### config.mk
export PLATFORM = sky130hd
export DESIGN_NAME = v_tag_verify_64
export DESIGN_NICKNAME = d
export VERILOG_FILES = /design/src/rtl/v_tag_verify_64.sv
export SDC_FILE = /design/constraint.sdc
export NUM_CORES = 1
export LEC_CHECK = 0
export BUFFER_PORTS_ARGS = -buffer_cell sky130_fd_sc_hd__buf_2
export CORE_MARGIN = 3
export CORE_UTILIZATION = 45
export CTS_CLUSTER_SIZE = 14
export DETAILED_ROUTE_END_ITERATION = 10
export GPL_TIMING_DRIVEN = 0
export PLACE_DENSITY_LB_ADDON = 0.2
export SLEW_MARGIN = 40
export SYNTH_ARGS = -nofsm -noshare
export SYNTH_HDL_FRONTEND = slang
export SYNTH_SLANG_ARGS = --single-unit
### constraint.sdc
create_clock -name clk -period 2.8 [get_ports clk]
set_clock_uncertainty 0.05 [all_clocks]
set_input_delay 0.28 -clock clk [delete_from_list [all_inputs] [get_ports clk]]
set_output_delay 0.28 -clock clk [all_outputs]
set_load 0.01 [all_outputs]
### src/rtl/v_tag_verify_64.sv
// Tag verifier: folds 64-bit plaintext blocks into a three-lane GF(2^64)
// checksum, captures the received tag and produces a registered pass/fail verdict.
module v_tag_verify_64 #(
  parameter logic [63:0] BETA = 64'h1B
) (
  input  logic         clk,
  input  logic         rst_n,
  input  logic         start,
  input  logic         blk_valid,
  output logic         blk_ready,
  input  logic [63:0]  blk_data,
  input  logic         blk_last,
  input  logic         tag_valid,
  input  logic [191:0] tag_data,
  output logic         busy,
  output logic         done,
  output logic         pass,
  output logic [191:0] checksum,
  output logic [15:0]  blk_count,
  output logic         err_ovf
);

  typedef enum logic [2:0] {IDLE, ACCUM, WAIT_TAG, COMPARE, DONE} state_e;

  state_e        state_q, state_d;
  logic [63:0]   lane0_q, lane0_d, lane1_q, lane1_d, lane2_q, lane2_d;
  logic [191:0]  tag_q, tag_d;
  logic [15:0]   cnt_q, cnt_d;
  logic          ovf_q, ovf_d, pass_q, pass_d, done_q, done_d;
  logic          accept;

  // Multiply by x in GF(2^64), reducing by BETA on carry-out
  function automatic logic [63:0] xtime(input logic [63:0] c);
    xtime = {c[62:0], 1'b0} ^ (c[63] ? BETA : 64'h0);
  endfunction

  assign accept    = (state_q == ACCUM) && blk_valid;
  assign blk_ready = (state_q == ACCUM);
  assign busy      = (state_q != IDLE) && (state_q != DONE);
  assign done      = done_q;
  assign pass      = pass_q;
  assign checksum  = {lane2_q, lane1_q, lane0_q};
  assign blk_count = cnt_q;
  assign err_ovf   = ovf_q;

  // Next-state and datapath updates; done pulses only on COMPARE->DONE
  always_comb begin
    state_d = state_q;
    lane0_d = lane0_q;
    lane1_d = lane1_q;
    lane2_d = lane2_q;
    tag_d   = tag_q;
    cnt_d   = cnt_q;
    ovf_d   = ovf_q;
    pass_d  = pass_q;
    done_d  = 1'b0;
    case (state_q)
      IDLE, DONE: begin
        if (start) begin
          lane0_d = '0;
          lane1_d = '0;
          lane2_d = '0;
          tag_d   = '0;
          cnt_d   = '0;
          ovf_d   = 1'b0;
          pass_d  = 1'b0;
          state_d = ACCUM;
        end
      end
      ACCUM: begin
        if (accept) begin
          lane0_d = lane0_q ^ blk_data;
          lane1_d = xtime(lane1_q) ^ blk_data;
          lane2_d = xtime(xtime(lane2_q)) ^ blk_data;
          // Saturate rather than wrap so the overflow poisons the verdict
          if (cnt_q == 16'hFFFF) ovf_d = 1'b1;
          else                   cnt_d = cnt_q + 16'd1;
          if (blk_last) state_d = WAIT_TAG;
        end
      end
      WAIT_TAG: begin
        if (tag_valid) begin
          tag_d   = tag_data;
          state_d = COMPARE;
        end
      end
      COMPARE: begin
        pass_d  = !ovf_q && ({lane2_q, lane1_q, lane0_q} == tag_q);
        done_d  = 1'b1;
        state_d = DONE;
      end
      default: state_d = IDLE;
    endcase
  end

  // State register with synchronous active-low reset
  always_ff @(posedge clk) begin
    if (!rst_n) begin
      state_q <= IDLE;
      lane0_q <= '0;
      lane1_q <= '0;
      lane2_q <= '0;
      tag_q   <= '0;
      cnt_q   <= '0;
      ovf_q   <= 1'b0;
      pass_q  <= 1'b0;
      done_q  <= 1'b0;
    end else begin
      state_q <= state_d;
      lane0_q <= lane0_d;
      lane1_q <= lane1_d;
      lane2_q <= lane2_d;
      tag_q   <= tag_d;
      cnt_q   <= cnt_d;
      ovf_q   <= ovf_d;
      pass_q  <= pass_d;
      done_q  <= done_d;
    end
  end

endmodule

==> reports/summary.txt <==
Top cells by area, synth: dfxtp_1 43%, xor2_1 11%, a21boi_0 6.7%
Worst Path Required: 3.26 ns
Clock Tree Root: clkbuf_16
RD Place Congestion: 0.956
# rows: 74
Asr flop ratio synth: 0%
Synth cell types: 50
Final Cycle Share: 98.0%
H-tree depth: 2
Tightest Pin Transition: 0.930 ns
Post-CTS Setup Inserts: 0
Worst path arrival time: 3.21 ns
Critical path origin: state_q[1]
WS Path Type: reg2reg
Final setup viols: 0
Num CTS Buffers: 45
Largest net degree at the start of global routing: 13
Number of I/O pins: 475
Vias: 19600
Final worst path period need: 2.74 ns
Finished Layout Cells: 3470
Worst-path fanout max: 10
Hpwl dp: 69.0 mm
Reg2reg path depth: 8
Critical path endpoint: lane1_q[47]
Fmax: 0.364 GHz
Core area: 41200 µm²
RSZ-0062 raised after global routing: false
Routed Antenna Nets: 0
Primary FF master, synth: dfxtp_1
Top-count cell post-synth: dfxtp_1
FF-to-FF End: lane1_q[47]
Die H: 211 µm
Startpoint Class: flip-flop
Reg2reg start: state_q[1]
Critical Path End Type: flip-flop
EDFF count, synth: 0
HP Class: in2reg
First-pass GRT wire length: 127 mm
Slew Viols, Final: 0
Mapped Area: 18900 µm²
Initial Util: 45.9%
Most used cell, CP: buf_2
Reg clk slew, reported paths: 0.06 ns
Largest area contributor in the netlist: dfxtp_1
Area of the die: 44500 µm²
Port buffer count: 474
CTS tree: done
Outcome: complete, no violations
Drt via density: 5.64
Warnings from Yosys: 0
Reg2Reg Setup Slack: 0.06 ns
MaxCap Viol Count: 0
Initial DRC count: 2197
Clk buf depth: 3
Post-Syn Nets: 2429
Share of cells above drive strength 1: 20.4%
Initial antenna violation count: 6
Cells after synthesis: 2166
All-Layer GR Usage: 38.9%
Routed Wire Length: 89.7 mm
Placed insts: 3173
Hold_ws: 0.0171 ns
Clk sinks: 406
Yosys top cell area share: 43.0%
Layout area overhead: 36.0%
Final hold violation count: 0
Clock latency on the worst-skew pair: 0.59 ns
Vias in the first global route: 18900
Slew headroom: 37.4%
VDD IR-drop max: 0.000379 V
Flops & latches, synth: 406
Sequential fraction of the synthesis area: 43.0%
CP cell instances: clkbuf_1 -> nor4bb_1 -> buf_2 -> a21oi_4 -> buf_2 -> buf_2 -> a22oi_1 -> nor2b_1
Global route total overflow: 0
Post-synth top cells: 406 x dfxtp_1, 264 x nand2_1, 238 x xor2_1
Drt first pass iters: 5
Drc violations: 0
Max stage delay on crit path: 0.53 ns
Avg Cell Area, Syn: 8.73 µm²
Die width: 211 µm
Pleak: 10.9 nW
Final net count: 3163
Slowest stage cell, crit path: a21oi_4
Wirelength per Cell: 25.9 µm
Power Dens Cells: 584 nW/µm²
==> flip-flops by register name (all words and copies together), names as in the netlist <==
name,flops
tag_q,192
lane0_q,64
lane1_q,64
lane2_q,64
blk_count,16
state_q,3
done,1
err_ovf,1
pass,1
==> critical path: cells and delay by family, from the launching register on <==
family / cells / cell delay, ns
AO/OA/AOI/OAI: 2 / 0.67
buffers and inverters: 4 / 1.36
flip-flops: 1 / 0.31
AND/OR/NAND/NOR: 2 / 0.26
==> through the flow <==
stage | util (%) | cell area, µm² | setup slack (ns) | total power, W | TNS, ns
floorplan | - | 18900 | 0.819 | 0.00737 | 0
global placement | 53.3 | 21900 | -0.317 | 0.00846 | -8.66
detailed placement | 53.4 | 22000 | -0.125 | 0.00849 | -1.02
CTS | 62.4 | 25700 | 0.0106 | 0.0149 | 0
global route | 62.4 | 25700 | 0.0439 | 0.0154 | 0
finish | 62.4 | 25700 | 0.0554 | 0.0150 | 0
==> routing by layer <==
metal  global-route usage, %  wire (µm)
met1                    51.8      37100
met5                       0         14
met3                    6.51       7700
met4                    19.0       5030
met2                    61.8      39900
==> layout by cell type, fill, tap and decap left out, types with 25 or more instances in the layout <==
master	netlist	layout
nand3_1	196	196
a21boi_0	168	168
a21boi_1	25	25
inv_1	70	70
buf_2	25	499
dlygate4sd3_1	0	212
nor4_1	31	29
xor2_1	238	238
xnor2_1	87	87
clkbuf_16	0	47
nor2_1	82	82
nand2_1	264	264
clkbuf_1	111	109
nor2b_1	174	174
a22oi_1	122	122
dfxtp_1	406	406
==> timing repair <==
action                     4_1_cts  5_1_grt
hold buffers                   212        0
hold endpoints to repair       211        0
resized for setup                1        4
setup endpoints to repair       10       34
==> worst min path at each step <==
stage / to / cells after the start / slack [ns] / startpoint
2_1_floorplan: tag_q[182] / 2 / 0.38 / tag_data[182]
3_3_place_gp: tag_q[185] / 2 / 0.39 / tag_q[185]
3_5_place_dp: tag_q[185] / 2 / 0.40 / tag_q[185]
4_1_cts: lane0_q[24] / 4 / 0.0002 / blk_data[24]
5_1_grt: lane0_q[11] / 4 / 0.03 / blk_data[11]
6_report: lane0_q[34] / 4 / 0.02 / blk_data[34]
==> logic make-up after synthesis <==
| logic type | after synthesis | share of synthesized area (%) |
|---|---|---|
| AOI/OAI and AO/OA | 397 | 15.9 |
| xor gates and xnor gates | 325 | 15.1 |
| adders and majority gates | 1 | 0.0662 |
| buffers and inverters | 217 | 4.51 |
| DFF | 406 | 43.0 |
| muxes | 1 | 0.0529 |
| and+or+nand+nor | 819 | 21.4 |
==> layout make-up <==
class                      instances  area [µm²]
buffer                           147         611
antenna                            4        10.0
timing repair buffer             687        4510
sequential                       406        8130
multi-input combinational       1543        9950
clock inverter                    11         161
inverter                          70         263
tap                              532         666
clock buffer                      70        1410
fill                            3616       15500
==> power by group <==
part / switching [W] / total (W) / internal [W]
logic: 0.00151 / 0.00249 / 0.000973
registers: 0.000258 / 0.00620 / 0.00594
clock network: 0.00251 / 0.00634 / 0.00383
No activity file was read; power rests on OpenSTA's default activity.
